`config.mk`:
```
export PLATFORM = sky130hd
export DESIGN_NAME = prn_context_seq
export DESIGN_NICKNAME = d
export VERILOG_FILES = /design/src/rtl/prn_seq_pkg.sv /design/src/rtl/prn_seq_ram_if.sv /design/src/rtl/prn_context_seq.sv
export SDC_FILE = /design/constraint.sdc
export NUM_CORES = 1
export LEC_CHECK = 0
export ABC_AREA = 1
export CORE_AREA = 2 2 144 146
export CTS_CLUSTER_SIZE = 14
export DETAILED_ROUTE_END_ITERATION = 10
export DIE_AREA = 0 0 146 148
export GPL_ROUTABILITY_DRIVEN = 0
export HOLD_SLACK_MARGIN = 0.06
export PLACE_DENSITY_LB_ADDON = 0.25
export SLEW_MARGIN = 5
export SYNTH_ARGS = -nofsm -noshare
export SYNTH_HDL_FRONTEND = slang
export SYNTH_HIERARCHICAL = 1
export SYNTH_SLANG_ARGS = --single-unit
```
`constraint.sdc`:
```
create_clock -name clk -period 2.8 [get_ports clk]
set_input_delay 0.42 -clock clk [delete_from_list [all_inputs] [get_ports clk]]
set_output_delay 0.42 -clock clk [all_outputs]
set_load 0.005 [all_outputs]
```
`src/rtl/prn_seq_pkg.sv`:
```
// Shared types and constants for the PRN context sequencer.
// PRN_SEQ_STALL_CNT_EN adds a stall counter saved as a fifth context word.
package prn_seq_pkg;

    typedef enum logic [2:0] {
        S_IDLE,
        S_READ,
        S_SETTLE,
        S_SHIFT,
        S_SAVE,
        S_DONE
    } seq_state_t;

    // DWORD offsets of the channel context from ctx_base
    localparam logic [2:0] CTX_CFG1   = 3'd0;
    localparam logic [2:0] CTX_CFG2   = 3'd1;
    localparam logic [2:0] CTX_STATE  = 3'd2;
    localparam logic [2:0] CTX_COUNT  = 3'd3;
    localparam logic [2:0] CTX_STATE2 = 3'd4;
    localparam logic [2:0] CTX_EPOCH  = 3'd5;
    localparam logic [2:0] CTX_STALL  = 3'd6;

    localparam int unsigned CTX_READ_LEN  = 6;
    localparam int unsigned SETTLE_CYCLES = 2;
    localparam int unsigned SETTLE_W      = $clog2(SETTLE_CYCLES);

`ifdef PRN_SEQ_STALL_CNT_EN
    localparam int unsigned SAVE_LEN = 5;
`else
    localparam int unsigned SAVE_LEN = 4;
`endif

endpackage

```
`src/rtl/prn_seq_ram_if.sv`:
```
// Channel state RAM access for the PRN sequencer: address generation for the
// READ and SAVE bursts and the read-return tag pipeline.
module prn_seq_ram_if
    import prn_seq_pkg::*;
#(
    parameter int unsigned ADDR_WIDTH = 10
) (
    input  logic                  clk,
    input  logic                  rst_b,
    input  seq_state_t            state,
    input  logic                  abort,
    input  logic [ADDR_WIDTH-1:0] base,
    output logic                  ram_rd,
    output logic                  ram_wr,
    output logic [ADDR_WIDTH-1:0] ram_addr,
    output logic                  rd_last,
    output logic                  wr_last,
    output logic [2:0]            wr_off,
    output logic                  tag_valid,
    output logic [2:0]            tag_off
);

    logic [2:0] cnt;

    // Strobes and address follow the FSM state and the burst index
    always_comb begin
        ram_rd   = (state == S_READ);
        ram_wr   = (state == S_SAVE);
        rd_last  = ram_rd && (cnt == 3'(CTX_READ_LEN - 1));
        wr_last  = ram_wr && (cnt == 3'(SAVE_LEN - 1));
        wr_off   = CTX_STATE + cnt;
        ram_addr = '0;
        if (ram_rd) begin
            ram_addr = base + ADDR_WIDTH'(cnt);
        end else if (ram_wr) begin
            ram_addr = base + ADDR_WIDTH'(wr_off);
        end
    end

    // Burst index: counts within a READ or SAVE burst, zero elsewhere
    always_ff @(posedge clk or negedge rst_b) begin
        if (!rst_b) begin
            cnt <= '0;
        end else if (!abort && ((ram_rd && !rd_last) || (ram_wr && !wr_last))) begin
            cnt <= cnt + 3'd1;
        end else begin
            cnt <= '0;
        end
    end

    // Tag each read so its data is recognised one cycle later; abort kills in-flight tags
    always_ff @(posedge clk or negedge rst_b) begin
        if (!rst_b) begin
            tag_valid <= 1'b0;
            tag_off   <= '0;
        end else begin
            tag_valid <= ram_rd && !abort;
            tag_off   <= cnt;
        end
    end

endmodule

```
`src/rtl/prn_context_seq.sv`:
```
// Per-channel PRN context sequencer: loads a channel context into the PRN
// generator, issues the commanded code shifts and writes the context back.
// PRN_SEQ_STALL_CNT_EN enables the saved stall counter (context offset 6).
module prn_context_seq
    import prn_seq_pkg::*;
#(
    parameter int unsigned ADDR_WIDTH  = 10,
    parameter int unsigned SHIFT_WIDTH = 16
) (
    input  logic                   clk,
    input  logic                   rst_b,
    input  logic                   start,
    input  logic                   abort,
    input  logic [ADDR_WIDTH-1:0]  ctx_base,
    input  logic [SHIFT_WIDTH-1:0] shift_num,
    output logic                   busy,
    output logic                   done,
    output logic                   ram_rd,
    output logic                   ram_wr,
    output logic [ADDR_WIDTH-1:0]  ram_addr,
    output logic [31:0]            ram_wdata,
    input  logic [31:0]            ram_rdata,
    output logic [31:0]            prn_config,
    output logic [31:0]            prn2_config,
    output logic                   prn_state_en,
    output logic                   prn_count_en,
    output logic                   prn2_state_en,
    output logic [31:0]            prn_state_i,
    output logic [31:0]            prn_count_i,
    output logic [31:0]            prn2_state_i,
    input  logic [31:0]            prn_state_o,
    input  logic [31:0]            prn_count_o,
    input  logic [31:0]            prn2_state_o,
    output logic                   enable_2nd_prn,
    output logic                   shift_code,
    input  logic                   prn_reset,
    input  logic                   code_ready
);

    seq_state_t             state, state_nxt;
    logic [ADDR_WIDTH-1:0]  base_q;
    logic [SHIFT_WIDTH-1:0] remaining;
    logic [15:0]            epoch_cnt;
    logic [SETTLE_W-1:0]    settle_cnt;
    logic                   rd_last, wr_last, tag_valid;
    logic [2:0]             wr_off, tag_off;
`ifdef PRN_SEQ_STALL_CNT_EN
    logic [15:0]            stall_cnt;
`endif

    prn_seq_ram_if #(.ADDR_WIDTH(ADDR_WIDTH)) u_ram_if (
        .clk       (clk),
        .rst_b     (rst_b),
        .state     (state),
        .abort     (abort),
        .base      (base_q),
        .ram_rd    (ram_rd),
        .ram_wr    (ram_wr),
        .ram_addr  (ram_addr),
        .rd_last   (rd_last),
        .wr_last   (wr_last),
        .wr_off    (wr_off),
        .tag_valid (tag_valid),
        .tag_off   (tag_off)
    );

    assign prn_state_i  = ram_rdata;
    assign prn_count_i  = ram_rdata;
    assign prn2_state_i = ram_rdata;

    // State register
    always_ff @(posedge clk or negedge rst_b) begin
        if (!rst_b) state <= S_IDLE;
        else        state <= state_nxt;
    end

    // Next state and per-state strobes; SHIFT leaves on the last shift so SAVE follows at once
    always_comb begin
        state_nxt     = state;
        busy          = (state != S_IDLE);
        done          = (state == S_DONE);
        shift_code    = (state == S_SHIFT) && code_ready && (remaining != '0);
        prn_state_en  = tag_valid && (tag_off == CTX_STATE);
        prn_count_en  = tag_valid && (tag_off == CTX_COUNT);
        prn2_state_en = tag_valid && (tag_off == CTX_STATE2);
        unique case (state)
            S_IDLE:   if (start) state_nxt = S_READ;
            S_READ:   if (abort) state_nxt = S_IDLE;
                      else if (rd_last) state_nxt = S_SETTLE;
            S_SETTLE: if (abort) state_nxt = S_IDLE;
                      else if (settle_cnt == SETTLE_W'(SETTLE_CYCLES - 1)) state_nxt = S_SHIFT;
            S_SHIFT:  if (abort) state_nxt = S_IDLE;
                      else if ((remaining == '0) ||
                               (shift_code && (remaining == SHIFT_WIDTH'(1)))) state_nxt = S_SAVE;
            S_SAVE:   if (abort) state_nxt = S_IDLE;
                      else if (wr_last) state_nxt = S_DONE;
            S_DONE:   state_nxt = S_IDLE;
            default:  state_nxt = S_IDLE;
        endcase
    end

    // Writeback data: generator readbacks, then rebuilt epoch word
    always_comb begin
        ram_wdata = '0;
        if (ram_wr) begin
            case (wr_off)
                CTX_STATE:  ram_wdata = prn_state_o;
                CTX_COUNT:  ram_wdata = prn_count_o;
                CTX_STATE2: ram_wdata = prn2_state_o;
                CTX_EPOCH:  ram_wdata = {enable_2nd_prn, 15'h0, epoch_cnt};
`ifdef PRN_SEQ_STALL_CNT_EN
                CTX_STALL:  ram_wdata = {16'h0, stall_cnt};
`endif
                default:    ram_wdata = '0;
            endcase
        end
    end

    // Command capture, shift countdown and settle timer
    always_ff @(posedge clk or negedge rst_b) begin
        if (!rst_b) begin
            base_q     <= '0;
            remaining  <= '0;
            settle_cnt <= '0;
        end else begin
            if (state == S_IDLE && start) begin
                base_q    <= ctx_base;
                remaining <= shift_num;
            end else if (shift_code) begin
                remaining <= remaining - SHIFT_WIDTH'(1);
            end
            settle_cnt <= (state == S_SETTLE) ? settle_cnt + SETTLE_W'(1) : '0;
        end
    end

    // Context fields captured from tagged read returns; epoch counts code roll-overs
    always_ff @(posedge clk or negedge rst_b) begin
        if (!rst_b) begin
            prn_config     <= '0;
            prn2_config    <= '0;
            enable_2nd_prn <= 1'b0;
            epoch_cnt      <= '0;
        end else begin
            if (tag_valid && tag_off == CTX_CFG1) prn_config  <= ram_rdata;
            if (tag_valid && tag_off == CTX_CFG2) prn2_config <= ram_rdata;
            if (tag_valid && tag_off == CTX_EPOCH) begin
                enable_2nd_prn <= ram_rdata[31];
                epoch_cnt      <= ram_rdata[15:0];
            end else if (shift_code && prn_reset) begin
                epoch_cnt <= epoch_cnt + 16'd1;
            end
        end
    end

`ifdef PRN_SEQ_STALL_CNT_EN
    // Saturating count of SHIFT cycles lost to generator not ready
    always_ff @(posedge clk or negedge rst_b) begin
        if (!rst_b) begin
            stall_cnt <= '0;
        end else if (state == S_IDLE && start) begin
            stall_cnt <= '0;
        end else if (state == S_SHIFT && remaining != '0 && !code_ready && stall_cnt != 16'hFFFF) begin
            stall_cnt <= stall_cnt + 16'd1;
        end
    end
`endif

endmodule
```
==> run metrics, run 1 <==
status finished, violations left; violated checks negative setup slack; power density over the cells 810 nW/um^2; CP Max Fanout 7; worst min path class reg -> reg; part of the power in registers 30.2%; largest net degree at the start of global routing 59; cell area after synthesis 7930 um^2; Critical Path Source Type flop; P_int 6.28 mW; WS Path Type reg -> out; antenna violations before repair 0; post-layout min period 2.95 ns; clock-pin slew on the worst setup and hold paths 0.06 ns; final worst slack -0.150 ns; Initial DRT Pass Iterations 5; max_slew headroom 48.9%; Num CTS Buffers 17; global routing usage on met1 30.2%; filler instances 1821; first-pass GRT wire length 41700 um; Comb power frac 45.3%; Post-Route Setup TNS -0.383 ns; share of layout cells above drive strength 1 11.8%; sequential area share after synthesis 37.2%; Slew Viols, Final 0; Final Hold Fails 0; VDD IR max 449 uV; met3 Usage GRT 6.27%; WL/cell 16.5 um; Clk Latency, worst-skew pair 0.42 ns; Clock power frac 24.5%; final setup fails 5; multi-input gate area in the final layout 3750 um^2; P_sw 3.64 mW; register area 2950 um^2; max-cap violations 0; Yosys warning count 6; CTS tree yes; Yosys reg bits 118; total core area 20000 um^2; vias in the first global route 7797; Critical Path AT 2.53 ns; Num Clock Sinks 118; drt total wl 27700 um; total number of vias 8258; DRC viols 0; Port Buf Inserts 370; Initial Util 39.6%; Slew @ Worst Pin 0.765 ns; Finished Layout Cells 1679; slowest CP cell clkdlybuf4s50_1; row count 52; number of enable flip-flop cells after synthesis 0; Layout Nets 1570; Core Util, Final 61.1%; gr usage total 24.4%; height of the die 148 um; # diodes 0; mean post-synth cell area 7.18 um^2; Critical Path, Cell by Cell xor2_2 -> ha_1 -> nand3_1 -> nand3_4 -> xor2_1 -> o21ai_1 -> clkdlybuf4s50_1; main flop type after synthesis dfrtp_1; critical path's largest stage delay 0.52 ns; clk buf depth 2; final setup skew 0.0137 ns; GRT met2 Usage 40.9%; leakage 5.73 nW; Layout area overhead 54.5%; die area 21600 um^2; RSZ-0062 raised after global routing yes; Clock Tree Root clkbuf_16; post-DP HPWL 20500 um; Post-Place Cells 1630; period utilisation layout 105%; IO Pins 371; Post-DRT Antenna Nets 0; Place WS 0.147 ns; overall die width 146 um; async set-reset flop share out of synthesis 100%; Via density 4.92; fmax 0.339 GHz; syn nets 1278; switching portion of total power 36.7%; Most Crowded Layer GR met2; critical path required time 2.38 ns; endpoint class of the critical path primary output; DR iter-0 viols 390; Design Power 9.92 mW; grt ovf 0; CTS H-tree depth 4; Syn Inst Count 1104; post-synth cell types 42
==> kinds of logic (layout without fill, tap and decap cells) <==
logic type | after synthesis | after routing | share of synthesized area [%]
adder cells (fa/ha/maj) | 14 | 14 | 2.40
AND/OR/NAND/NOR | 543 | 543 | 30.2
AO/OA/AOI/OAI | 150 | 150 | 10.9
flip-flops | 118 | 118 | 37.2
XOR/XNOR | 12 | 12 | 1.33
buffers and inverters | 267 | 572 | 18.0
==> layer usage <==
| metal | vias up | wire [um] |
|---|---|---|
| li1 | 4036 | - |
| met1 | 3866 | 11500 |
| met2 | 306 | 13600 |
| met3 | 50 | 1830 |
| met4 | 0 | 788 |
| met5 | - | 0 |
==> synthesized netlist by cell type, types with 3 or more instances <==
library cell,number,share of area (%)
nand2_1,300,14
inv_1,121,5.7
dfrtp_1,118,37
buf_4,99,9.4
nor2_1,94,4.4
o21ai_0,86,5.4
nand3_1,84,5.3
nand4_1,23,1.8
clkbuf_1,20,0.95
nor3_1,14,0.88
a21oi_1,13,0.82
buf_2,13,0.82
a211oi_1,12,1.1
ha_1,12,1.9
o21ai_1,11,0.69
xor2_1,11,1.2
nor2_4,9,1.3
a221oi_1,7,0.77
inv_2,7,0.33
a31oi_1,5,0.39
buf_6,5,0.71
o211ai_1,5,0.47
nand2_4,4,0.57
a41oi_1,3,0.33
nand2_2,3,0.24
nor2_2,3,0.24
nor3_2,3,0.38
==> stage by stage <==
stage / hold slack [ns] / area, um^2
6_report: 0.435 / 12300
5_1_grt: 0.460 / 12300
4_1_cts: 0.436 / 12200
3_5_place_dp: 0.427 / 11300
3_3_place_gp: 0.423 / 11300
2_1_floorplan: 0.124 / 7930
==> power by group through the flow <==
stage | clock network, mW | registers [mW] | logic [mW]
floorplan | 0 | 2.96 | 2.17
global placement | 0 | 2.97 | 4.33
detailed placement | 0 | 2.99 | 4.39
CTS | 2.48 | 2.99 | 4.48
global route | 2.57 | 3.10 | 4.94
finish | 2.43 | 2.99 | 4.49
==> worst paths after layout <==
path	from	to	slack, ns	cells past startpoint
worst max-delay path	u_ram_if/cnt[2]$_DFF_PN0_	ram_addr[3]	-0.15	7
worst min-delay path	settle_cnt$_DFF_PN0_	settle_cnt$_DFF_PN0_	0.43	1
worst max register to register	state[0]$_DFFE_PN0P_	state[0]$_DFFE_PN0P_	0.76	13
worst min register to register	settle_cnt$_DFF_PN0_	settle_cnt$_DFF_PN0_	0.43	1
max in group asynchronous	rst_b	u_ram_if/cnt[0]$_DFF_PN0_	1.51	3
min in group asynchronous	rst_b	prn_config[19]$_DFFE_PN0P_	0.54	2
==> state kept, by name, indices dropped and copies added, names as in the netlist <==
name	cells
prn_config	32
u_ram_if/cnt	3
enable_2nd_prn	1
prn2_config	32
u_ram_if/tag_valid	1
settle_cnt	1
u_ram_if/tag_off	3
epoch_cnt	16
remaining	16
state	3
base_q	10
==> final cells by class <==
class / instances / area share (%)
timing repair buffer: 411 / 33.1
clock buffer: 20 / 3.73
clock inverter: 12 / 1.63
tap: 270 / 2.76
inverter: 129 / 4.00
multi-input combinational: 719 / 30.6
sequential: 118 / 24.1
==> critical path, delay by kind of cell, from the launching register on <==
kind                     cells  cell delay [ns]
AND/OR/NAND/NOR              2             0.30
flip-flops                   1             0.41
buffers and inverters        1             0.52
XOR/XNOR                     2             0.37
AO/OA/AOI/OAI                1             0.16
adder cells (fa/ha/maj)      1             0.35
==> timing repair <==
item | CTS | global route
setup buffers | 9 | 5
endpoints found under the setup margin | 41 | 19
pin swaps | 3 | 1
resized for setup | 69 | 68
cloned | 1 | 1
endpoints found under the hold margin | 42 | 0
hold buffers | 1 | 0
==> layout by cell type (no fill, tap or decap), drive strengths merged, types with 14 or more instances in the layout <==
cell type / netlist / routed
nand2: 307 / 307
inv: 128 / 127
nand3: 87 / 87
nor2: 106 / 106
clkbuf: 20 / 33
buf: 118 / 44
a21oi: 14 / 14
o21ai: 98 / 98
dfrtp: 118 / 118
nor3: 18 / 18
nand4: 23 / 23
clkdlybuf4s50: 0 / 331
No activity file was read; power rests on OpenSTA's default activity.
==> inputs of run 2 (changes only) <==
HOLD_SLACK_MARGIN = unset   (was 0.06)
SETUP_SLACK_MARGIN = 0.05   (was unset)
==> run metrics, run 2 (synthesis results as in run 1) <==
max_slew headroom 52.9%; Port Buf Inserts 370; endpoint class of the critical path primary output; largest net degree at the start of global routing 59; Critical Path AT 2.39 ns; Final Hold Fails 2; Top Registers prn2_config (32), prn_config (32); fmax 0.355 GHz; Slew @ Worst Pin 0.705 ns; Initial DRT Pass Iterations 5; Critical Path Source Type flop; Clk Latency, worst-skew pair 0.42 ns; Reg2Reg Launch Point state[0]$_DFFE_PN0P_; antenna violations before repair 0; commonest cells after routing, fill and taps aside clkdlybuf4s50_1, nand2_1, dfrtp_1; worst min path class in -> async; clock-pin slew on the worst setup and hold paths 0.05 ns; VDD IR max 450 uV; post-layout min period 2.81 ns; Clock Tree Root clkbuf_16; final setup fails 2; CP Max Fanout 8; drt total wl 28900 um; Via density 4.94; status finished, violations left; Initial Util 39.6%; first-pass GRT wire length 41600 um; violated checks negative hold slack, negative setup slack; total core area 20000 um^2; Post-DRT Antenna Nets 0; WL/cell 17.0 um; max-cap violations 0; Layout area overhead 58.1%; Slew Viols, Final 0; CTS H-tree depth 4; Post-Place Cells 1630; R2R Setup Slk 0.67 ns; post-DP HPWL 20500 um; grt ovf 0; RSZ-0062 raised after global routing yes; power density over the cells 816 nW/um^2; Num Clock Sinks 118; overall die width 146 um; R2R cell count 13; commonest non-fill, non-tap cell in the layout clkdlybuf4s50_1; Place WS 0.147 ns; die area 21600 um^2; vias in the first global route 7815; period utilisation layout 101%; Finished Layout Cells 1697; share of layout cells above drive strength 1 15.2%; Layout Nets 1588; reg2reg end state[0]$_DFFE_PN0P_; CTS tree yes; final setup skew 0.0135 ns; leakage 5.87 nW; Num CTS Buffers 17; final worst slack -0.0148 ns; # diodes 0; IO Pins 371; critical path required time 2.38 ns; gr usage total 24.4%; row count 52; Core Util, Final 62.6%; clk buf depth 2; DR iter-0 viols 420; final hold slack -0.00263 ns; WS Path Type reg -> out; total number of vias 8388; DRC viols 0; height of the die 148 um
==> run 2: per-stage QoR <==
step	setup TNS, ns	area (um^2)	power (mW)	hold WS (ns)
final	-0.0275	12500	10.2	-0.00263
after global routing	-0.778	12500	10.9	0.0320
after CTS	-0.329	12200	9.97	0.0114
after detailed placement	0	11300	7.38	0.427
after global placement	0	11300	7.31	0.423
after floorplan	0	7930	5.13	0.124
==> run 2: worst max-delay path, cell delays in order, from the launching register on <==
cell           delay, ns
dfrtp_1             0.40
buf_6               0.13
clkinvlp_4          0.12
buf_6               0.14
buf_4               0.14
inv_8               0.07
nor3_4              0.05
buf_6               0.14
buf_12              0.13
a221oi_2            0.25
nor2_1              0.13
dlygate4sd2_1       0.28
==> run 2: final cells by class <==
class	count	area (um^2)
fillers	1763	7500
repair buffers	428	4200
multi-input cells	719	3880
flip-flops and latches	118	2950
inverters	129	502
clock buffers	20	457
well taps	270	338
clock inverters	12	200
repair inverters	1	7.51
==> run 2: repair_timing <==
action	4_1_cts	5_1_grt
pin swaps	4	21
hold buffers	0	0
buffers inserted	10	19
resized for setup	78	134
gates cloned	1	6
endpoints found under the setup margin	41	31
==> run 2: worst max path at each step <==
stage / from / end / slack [ns]
floorplan: state[0]$_DFFE_PN0P_ / ram_wdata[9] / 0.76
global placement: u_ram_if/cnt[2]$_DFF_PN0_ / ram_wdata[3] / 0.15
detailed placement: u_ram_if/cnt[2]$_DFF_PN0_ / ram_wdata[3] / 0.15
CTS: u_ram_if/cnt[2]$_DFF_PN0_ / ram_addr[3] / -0.12
global route: u_ram_if/cnt[1]$_DFF_PN0_ / ram_addr[8] / -0.13
finish: u_ram_if/cnt[1]$_DFF_PN0_ / ram_wdata[30] / -0.01
==> run 2: where the power goes <==
group | total, mW | leakage (nW) | internal, mW | switching (mW)
Sequential | 3.00 | 1.46 | 2.42 | 0.580
Combinational | 4.80 | 4.09 | 2.41 | 2.39
Clock | 2.44 | 0.324 | 1.63 | 0.809
Total | 10.2 | 5.87 | 6.46 | 3.78
==> run 2: per-layer routing <==
layer	routed length [um]	share of wire (%)	vias to the layer above	global-route usage, %
li1	-	-	4069	-
met1	11600	40	3918	30.1
met2	14100	49	336	40.8
met3	2100	7.3	65	6.14
met4	1080	3.7	0	10.5
met5	0	0	-	0
